===== config.mk =====
export PLATFORM = sky130hd
export DESIGN_NAME = led_fade_pwm
export DESIGN_NICKNAME = d
export VERILOG_FILES = /design/src/rtl/led_fade_pwm.sv
export SDC_FILE = /design/constraint.sdc
export NUM_CORES = 1
export LEC_CHECK = 0
export CAP_MARGIN = 20
export CELL_PAD_IN_SITES_DETAIL_PLACEMENT = 1
export CELL_PAD_IN_SITES_GLOBAL_PLACEMENT = 2
export CORE_MARGIN = 10
export CORE_UTILIZATION = 35
export DETAILED_ROUTE_END_ITERATION = 12
export GPL_TIMING_DRIVEN = 0
export PLACE_DENSITY_LB_ADDON = 0.1
export SYNTH_ARGS = -nofsm -noshare
export SYNTH_HDL_FRONTEND = slang
export SYNTH_SLANG_ARGS = --single-unit

===== constraint.sdc =====
create_clock -name clk -period 3.3 [get_ports clk]
set_input_delay 0.99 -clock clk [delete_from_list [all_inputs] [get_ports clk]]
set_output_delay 0.99 -clock clk [all_outputs]
set_load 0.005 [all_outputs]

===== src/rtl/led_fade_pwm.sv =====
// rtl/led_fade_pwm.sv - turns the blinker's on/off level into a linear PWM brightness ramp
module led_fade_pwm #(
  parameter int PWM_BITS    = 8,
  parameter int STEP_CYCLES = 49_000
) (
  input  logic                clk,
  input  logic                rst_n,
  input  logic                blink_in,
  input  logic                enable,
  output logic                pwm_out,
  output logic [PWM_BITS-1:0] level,
  output logic                busy
);

  localparam int STEP_W = (STEP_CYCLES > 1) ? $clog2(STEP_CYCLES) : 1;
  localparam logic [STEP_W-1:0]   STEP_LAST = STEP_W'(STEP_CYCLES - 1);
  localparam logic [STEP_W-1:0]   STEP_ONE  = {{(STEP_W-1){1'b0}}, 1'b1};
  localparam logic [PWM_BITS-1:0] LVL_MAX   = '1;
  localparam logic [PWM_BITS-1:0] LVL_ONE   = {{(PWM_BITS-1){1'b0}}, 1'b1};
  localparam logic [PWM_BITS-1:0] CNT_LAST  = {{(PWM_BITS-1){1'b1}}, 1'b0};

  typedef enum logic [1:0] {IDLE_LOW, RAMP_UP, IDLE_HIGH, RAMP_DOWN} state_t;

  state_t              state_q, state_d;
  logic [PWM_BITS-1:0] level_q, level_d;
  logic [PWM_BITS-1:0] duty_q, duty_d;
  logic [PWM_BITS-1:0] pwm_cnt_q, pwm_cnt_d;
  logic [STEP_W-1:0]   step_q, step_d;
  logic                pwm_q, pwm_d;
  logic                busy_q, busy_d;

  always_ff @(posedge clk or negedge rst_n) begin
    if (!rst_n) begin
      state_q   <= IDLE_LOW;
      level_q   <= '0;
      duty_q    <= '0;
      pwm_cnt_q <= '0;
      step_q    <= '0;
      pwm_q     <= 1'b0;
      busy_q    <= 1'b0;
    end else begin
      state_q   <= state_d;
      level_q   <= level_d;
      duty_q    <= duty_d;
      pwm_cnt_q <= pwm_cnt_d;
      step_q    <= step_d;
      pwm_q     <= pwm_d;
      busy_q    <= busy_d;
    end
  end

  // A direction change is tested before the end-of-ramp and step checks so it wins on a shared edge.
  always_comb begin
    state_d = state_q;
    level_d = level_q;
    step_d  = step_q;
    if (!enable) begin
      state_d = IDLE_LOW;
      level_d = '0;
      step_d  = '0;
    end else begin
      case (state_q)
        IDLE_LOW: begin
          step_d = '0;
          if (blink_in) state_d = RAMP_UP;
        end
        RAMP_UP: begin
          if (!blink_in) begin
            state_d = RAMP_DOWN;
            step_d  = '0;
          end else if (level_q == LVL_MAX) begin
            state_d = IDLE_HIGH;
            step_d  = '0;
          end else if (step_q == STEP_LAST) begin
            step_d  = '0;
            level_d = level_q + LVL_ONE;
          end else begin
            step_d  = step_q + STEP_ONE;
          end
        end
        IDLE_HIGH: begin
          step_d = '0;
          if (!blink_in) state_d = RAMP_DOWN;
        end
        RAMP_DOWN: begin
          if (blink_in) begin
            state_d = RAMP_UP;
            step_d  = '0;
          end else if (level_q == '0) begin
            state_d = IDLE_LOW;
            step_d  = '0;
          end else if (step_q == STEP_LAST) begin
            step_d  = '0;
            level_d = level_q - LVL_ONE;
          end else begin
            step_d  = step_q + STEP_ONE;
          end
        end
        default: begin
          state_d = IDLE_LOW;
          level_d = '0;
          step_d  = '0;
        end
      endcase
    end
    busy_d = (state_d == RAMP_UP) || (state_d == RAMP_DOWN);
  end

  // Duty is only reloaded at the period wrap so a period never sees two compare values.
  always_comb begin
    pwm_cnt_d = (pwm_cnt_q == CNT_LAST) ? '0 : pwm_cnt_q + LVL_ONE;
    duty_d    = duty_q;
    if (!enable) begin
      duty_d = '0;
    end else if (pwm_cnt_q == CNT_LAST) begin
      duty_d = level_q;
    end
    pwm_d = enable && (pwm_cnt_q < duty_q);
  end

  assign pwm_out = pwm_q;
  assign level   = level_q;
  assign busy    = busy_q;

endmodule


==> run summary, run 1 <==
The flow ran to the end, and the final reports show no timing, DRC or antenna violations. Relative to the synthesized area, the layout overhead comes to 14.5%. The most frequent cell after synthesis was sky130_fd_sc_hd__dfrtp_1. At the pin with the least slew margin, the transition time is 0.484 ns. The tools report the worst clock skew as 0.00424 ns.

For this run, the number of Yosys warnings is 0. The finished cells cover 2700 um2. The number of slew-limit violations in the final report is 0. The path with the worst hold slack has its endpoint at step_q[0]$_DFF_PN0_. The first global-routing pass estimated 9460 um of wire.

Dividing total power by cell area gives a power density of 414 nW/um2. For the number of placed I/O pins, the log shows 14. Data on the critical path is required at its endpoint by 3.49 ns. Critical path class: reg -> reg.

Dividing the detail-routed wire length by the instance count gives 14.6 um. Summed over all layers, the global routing overflow is 0. The cell leakage power is 1.12 nW, and the number of storage elements in the synthesis netlist is 43. After technology mapping, the gate count stands at 256. The run gives 40 as the number of distinct library cell variants in the gate-level netlist after synthesis. In this run, post-CTS repair resized a total of 0 instances. The design draws 1.12 mW. Data arrives at the worst endpoint at 2.71 ns. The post-route antenna net violation count came out at 0. The run gives 397 MHz as the maximum clock frequency.

The proportion of layout cells with a drive suffix above 1 came out at 0.0647. A synthesized cell averages 9.23 um2. The final critical-path share of the clock period works out to 0.764. Counting along the longest clock path gives a buffer depth of 2.

For the total track usage, the log shows 0.113. The tools report the number of sinks handled by clock tree synthesis as 43. The logs give 277 for the total nets after synthesis and 0 for the number of design rule violations left after detail routing. Total wire length: 5190 um. The post-synthesis instance area was 2360 um2; the post-route minimum period was 2.52 ns.

Ranked by instance count, the synthesized netlist is headed by 43 x sky130_fd_sc_hd__dfrtp_1, 37 x sky130_fd_sc_hd__nand2_1, 30 x sky130_fd_sc_hd__nor2_1, 19 x sky130_fd_sc_hd__a21oi_1, 16 x sky130_fd_sc_hd__ha_1. The share of flip-flops with an asynchronous set or reset works out to 1.00. At the end of routability-driven placement, the weighted congestion stood at 0.759.

The predominant post-synthesis flop cell is sky130_fd_sc_hd__dfrtp_1. The area share of the leading cell type in the synthesized netlist was 0.456; the setup TNS was 0 ns. Across all layers, the routed design uses 1,801 vias. The die is 102 um tall.

The tools report the sequential fraction of the synthesis area as 0.456. The tools report the register-to-register setup slack as 0.78 ns. CTS built an H-tree with a depth of 2.

Once placement finished, the instance area stood at 2600 um2. The cell depth of the worst flop-to-flop path works out to 8. The startpoint of the worst register-to-register path was state_q[1]$_DFF_PN0_.

The tools report the critical path capture point type as a flip-flop. The biggest area contributor in the post-synthesis netlist is sky130_fd_sc_hd__dfrtp_1. The initial antenna violation count is 0.

The worst hold path begins at step_q[0]$_DFF_PN0_. The detailed placer's ending HPWL was 3990 um; the ratio of routed vias to standard cells was 5.07. The first-pass detailed-route iteration total is 4. In this run the standard cell core region covers 6460 um2.

The run gives 1,937 as the via count of the first global-routing pass. The detailed router finished its first iteration with 53 violations. The worst-case headroom to the max-slew limit was 0.678. The highest fanout seen on the critical path came out at 9.

Setup repair after global routing left no endpoint under its margin. The initialized floorplan defines 29 standard-cell rows. Clock-pin slew was measured on the worst setup and hold paths at 0.08 ns. The synthesized design contains 0 enable-type register cells. The worst setup path is launched from a flip-flop. The cell at the root of the clock tree was sky130_fd_sc_hd__clkbuf_8.

Maximum number of pins on one net before global-route repair: 33. Count of final setup violators: 0. The minimum hold slack is 0.464 ns. The tools report the terminus of the critical flop-to-flop path as level[7]$_DFFE_PN0P_. TritonCTS built the clock tree. The die area was 10,400 um2; the maximum vdd drop was 0.167 mV. The number of setup buffers added after CTS is 0. The quantity of I/O buffers inserted on ports came out at 13. The initial cell density of the core was 0.366; the horizontal die dimension was 102 um.

The worst hold path depth is 1, and the total clock buffers created by CTS is 5. The final-report hold violation count is 0, and the number of hold-repair buffers added at the cts stage is 0. After synthesis, the cell types taking the most area are sky130_fd_sc_hd__dfrtp_1 46%, sky130_fd_sc_hd__ha_1 8.5%, sky130_fd_sc_hd__nand2_1 5.9%.

In this run the worst hold path is classified as reg -> reg. The antenna diode instance count is 0, and the max-capacitance violation count is 0. The insertion delay of the later-clocked pin in the worst-skew pair is 0.29 ns. The final layout contains 298 nets.
layout by cell type (no fill, tap or decap), drive strengths merged, types with 4 or more instances in the layout:
| cell type | synthesis | layout |
|---|---|---|
| nand4 | 5 | 5 |
| clkdlybuf4s50 | 0 | 12 |
| nor2 | 31 | 31 |
| nand2 | 38 | 38 |
| o21ai | 14 | 14 |
| nand3 | 11 | 11 |
| a21oi | 19 | 19 |
| ha | 16 | 16 |
| buf | 4 | 6 |
| dfrtp | 43 | 43 |
| xor2 | 14 | 14 |
| clkbuf | 1 | 9 |
| xnor2 | 9 | 9 |
| o31ai | 4 | 4 |
| inv | 13 | 13 |
how the worst max path moves through the flow:
stage | start | to | slack, ns | cells after the start
floorplan | state_q[1]$_DFF_PN0_ | level[7]$_DFFE_PN0P_ | 1.18 | 8
global placement | rst_n | level[5]$_DFFE_PN0P_ | 0.004 | 1
detailed placement | blink_in | level[7]$_DFFE_PN0P_ | 0.50 | 6
CTS | state_q[1]$_DFF_PN0_ | level[7]$_DFFE_PN0P_ | 0.78 | 8
global route | state_q[1]$_DFF_PN0_ | level[7]$_DFFE_PN0P_ | 0.57 | 8
finish | state_q[1]$_DFF_PN0_ | level[7]$_DFFE_PN0P_ | 0.78 | 8
flip-flops by register name, summed over array words and instances (netlist names):
signal     cells
busy           1
duty_q         8
level          8
pwm_cnt_q      8
pwm_out        1
state_q        1
step_q        16
worst max-delay path, cell delays in order, from the launching register on:
cell and delay [ns]:
sky130_fd_sc_hd__dfrtp_1 0.45, sky130_fd_sc_hd__and2_1 0.44, sky130_fd_sc_hd__ha_1 0.32, sky130_fd_sc_hd__a21oi_1 0.20, sky130_fd_sc_hd__o211ai_1 0.15, sky130_fd_sc_hd__o41ai_1 0.38
sky130_fd_sc_hd__xor2_1 0.27, sky130_fd_sc_hd__nand3_1 0.12, sky130_fd_sc_hd__o311ai_2 0.10
kinds of logic after synthesis:
logic type | count (synthesis) | synth area share
adder cells (fa/ha/maj) | 17 | 0.0932
AND/OR/NAND/NOR | 107 | 0.212
buffers and inverters | 18 | 0.0307
AO/OA/AOI/OAI | 48 | 0.123
flip-flops | 43 | 0.456
XOR/XNOR | 23 | 0.0853
layout make-up:
type,count,area (um2)
buffer,5,23.8
timing repair buffer,14,145
sequential,43,1080
multi-input combinational,195,1210
clock buffer,8,100
tap,77,96.3
inverter,13,48.8
fill,770,3750
through the flow:
step | std cells | utilization | setup WS (ns)
after floorplan | 256 | - | 1.18
after global placement | 346 | 0.401 | 0.00357
after CTS | 355 | 0.419 | 0.782
after global routing | 355 | 0.419 | 0.574
after detailed placement | 347 | 0.403 | 0.505
final | 355 | 0.419 | 0.780
report_power, final:
part / internal, mW / switching [mW] / leakage, nW
logic: 0.0828 / 0.0873 / 0.490
registers: 0.547 / 0.0411 / 0.580
clock network: 0.191 / 0.172 / 0.0515
total: 0.820 / 0.300 / 1.12
routing by layer:
metal | GRT usage | share of wire | wire, um
met1 | 0.147 | 0.50 | 2590
met5 | 0 | 0 | 0
met4 | 0.0358 | 0.012 | 63
met3 | 0.0304 | 0.037 | 193
met2 | 0.178 | 0.45 | 2340
Note: power is estimated with default switching activity, not from simulation.
==> run 2, diff against run 1 <==
- CORE_UTILIZATION: 35 -> 34
- clock period: 3.3 -> 2.05 ns (I/O delays scaled with it)
==> run summary, run 2 (synthesis gave the netlist of run 1 again) <==
The run finished, with violations left. The final reports fail on negative setup slack. The run gives 0.30 ns as the insertion delay of the later-clocked pin in the worst-skew pair. The finished cells cover 2860 um2.

Pin placement for this block handled 14 I/O pins. For the initial cell density of the core, the log shows 0.350. CTS built an H-tree with a depth of 2. The setup check on the worst reg-to-reg path leaves a slack of 0.03 ns. For this block, the initial DRC count from the detailed router was 68. For the first-pass detailed-route iteration total, the log shows 4. 0 antenna diodes ended up in the layout.

The cell leakage power is 1.15 nW. The clock passes through at most 2 buffers. The die area was 10,700 um2. The tools report the number of hold-repair buffers added at the cts stage as 0. The highest fanout seen on the critical path was 6. The total track usage was 0.116.

Ranked by flip-flop count, first place goes to step_q. The proportion of layout cells with a drive suffix above 1 is 0.138, and the number of placement rows is 30. The setup path with the least slack is of type in -> reg. Max-cap violations in this run came to 0. The final critical-path share of the clock period came out at 1.00. The layout overhead on the synthesized area is 20.9%. Setup repair after global routing could not meet its margin everywhere.

The routed wirelength normalized by instance count is 15.3 um, and the switching share of power is 0.280. The logs give 6760 um2 for the core outline area and 0.667 for the worst-case headroom to the max-slew limit. For this design the total switching power over the nets is 536 uW. The clock network power share was 0.314. The worst path in the final design needs a cycle of 2.05 ns, including I/O delays and setup.

OpenSTA, run right after detailed placement, puts the worst setup slack at -0.347 ns. The tools report the maximum clock frequency as 488 MHz. In the final timing run, aggregate negative setup slack is -0.000709 ns.

Total wire length: 5560 um. The finished layout holds 362 standard cells, fillers aside. Power per standard cell area: 670 nW/um2. TritonCTS built the clock tree. At the end of routability-driven placement, the weighted congestion stood at 0.740. The storage element area is 1080 um2.

For the via count of the first global-routing pass, the log shows 1,905. On the final layout, the worst clock skew is 0.00692 ns. The register with the most flip-flops in the layout has 16 of them. The count of final setup violators was 1.

The tools report the final-report hold violation count as 0. The clock input transition at the sequential cells of the worst setup and hold paths works out to 0.08 ns. The horizontal die dimension is 103 um.

The worst min-delay path class was in -> async. The logs give 1.38 mW for the internal power of the cells and 43 for the number of sinks handled by clock tree synthesis. The most common cell after layout, fill and taps aside was sky130_fd_sc_hd__dfrtp_1.

The run gives 2.25 ns as the data required time at the worst endpoint. The maximum number of pins on one net before global-route repair is 33, and the ratio of routed vias to standard cells is 5.06. Critical path capture point type: a flip-flop. The post-route antenna net violation count was 0. The maximum vdd drop is 0.216 mV, and the die height is 103 um. The number of filler instances in the final layout came out at 804. Once detailed placement completed, the half-perimeter wirelength came to 3980 um. Measured in cells, the most critical reg-to-reg path has a length of 8. The final layout contains 302 nets.

The logs give 2.25 ns for the worst endpoint data arrival time and 2620 um2 for the cell area after placement. The tools report the logic gate share of total power as 0.184. In the layout the commonest cells are 39 x sky130_fd_sc_hd__dfrtp_1, 37 x sky130_fd_sc_hd__nand2_1, 29 x sky130_fd_sc_hd__nor2_1, 16 x sky130_fd_sc_hd__a21oi_1. The total clock buffers created by CTS is 5, and the multi-input combinational cell area is 1330 um2. The initial antenna violation count is 0, and the wire length of the first global-routing pass is 9770 um. The tools report the total vias in the final route as 1,831. After global routing the overflow that remains totals 0. The cell at the root of the clock tree is sky130_fd_sc_hd__clkbuf_8. The run gives 0.503 as the power share of the sequential group.

For this run, design rule violations remaining after detail routing come to 0. In this run the tool buffered the top-level ports with 13 buffer cells. The tools report the startpoint of the worst register-to-register path as busy$_DFF_PN0_.

Counting tap cells, the placed design contains a total of 350 instances. The worst-case setup margin in the final layout is -0.000709 ns. The worst register-to-register path ends at level[7]$_DFFE_PN0P_. The tools report the critical path startpoint category as an input port. For the pin with the worst max-slew slack, the measured transition is 0.499 ns. The number of slew-limit violations in the final report came out at 0.
## run 2: cell count changes in the layout (fill, tap and decap cells not counted), moves of 3 or more
cell                      change
sky130_fd_sc_hd__ha_4         +4
sky130_fd_sc_hd__ha_1         -4
sky130_fd_sc_hd__a21oi_1      -3
sky130_fd_sc_hd__dfrtp_2      +4
sky130_fd_sc_hd__dfrtp_1      -4
sky130_fd_sc_hd__buf_4        +4
## run 2: worst max-delay path by stage
stage | start | end | slack [ns] | cells past startpoint
floorplan | state_q[1]$_DFF_PN0_ | level[6]$_DFFE_PN0P_ | 0.03 | 8
global placement | rst_n | level[5]$_DFFE_PN0P_ | -0.91 | 1
detailed placement | blink_in | level[7]$_DFFE_PN0P_ | -0.35 | 6
CTS | state_q[1]$_DFF_PN0_ | level[7]$_DFFE_PN0P_ | -0.04 | 8
global route | level[2]$_DFFE_PN0P_ | level[2]$_DFFE_PN0P_ | -0.15 | 7
finish | blink_in | level[7]$_DFFE_PN0P_ | -0.0007 | 6
## run 2: area by class of cell
class,count,share of cell area
well taps,80,0.0350
clock buffers,8,0.0350
multi-input cells,195,0.465
flip-flops and latches,43,0.378
inverters,13,0.0171
repair buffers,18,0.0613
plain buffers,5,0.00832
## run 2: worst max-delay path, cell delays in order
cell	delay, ns
sky130_fd_sc_hd__clkdlybuf4s50_1	0.52
sky130_fd_sc_hd__a21oi_2	0.18
sky130_fd_sc_hd__a32oi_1	0.09
sky130_fd_sc_hd__o31a_1	0.32
sky130_fd_sc_hd__or2_1	0.27
sky130_fd_sc_hd__o311ai_2	0.25
## run 2: routing by layer
layer	GRT usage	routed length, um	up-vias
met5	0	0	-
met4	0.0449	79	0
met3	0.0286	166	6
met2	0.176	2520	17
met1	0.156	2790	878
li1	-	-	930
## run 2: per-stage QoR
step                      hold WS [ns]  utilization  total power, mW
after detailed placement         0.467        0.387             1.24
final                            0.196        0.423             1.91
after floorplan                  0.319            -             1.10
after global routing             0.198        0.423             2.05
after CTS                        0.198        0.408             1.88
after global placement           0.455        0.385             1.24
## run 2: power groups by stage
stage / Combinational (mW) / Clock (mW) / Sequential, mW
after floorplan: 0.150 / 0 / 0.947
after global placement: 0.274 / 0 / 0.961
after detailed placement: 0.279 / 0 / 0.961
after CTS: 0.306 / 0.633 / 0.942
after global routing: 0.399 / 0.676 / 0.976
final: 0.351 / 0.600 / 0.963
## run 2: repair_timing
| action | 4_1_cts | 5_1_grt |
|---|---|---|
| endpoints found under the hold margin | 0 | 0 |
| gates resized for setup | 5 | 15 |
| buffers inserted | 3 | 1 |
| pin swaps | 1 | 5 |
| endpoints found under the setup margin | 18 | 23 |
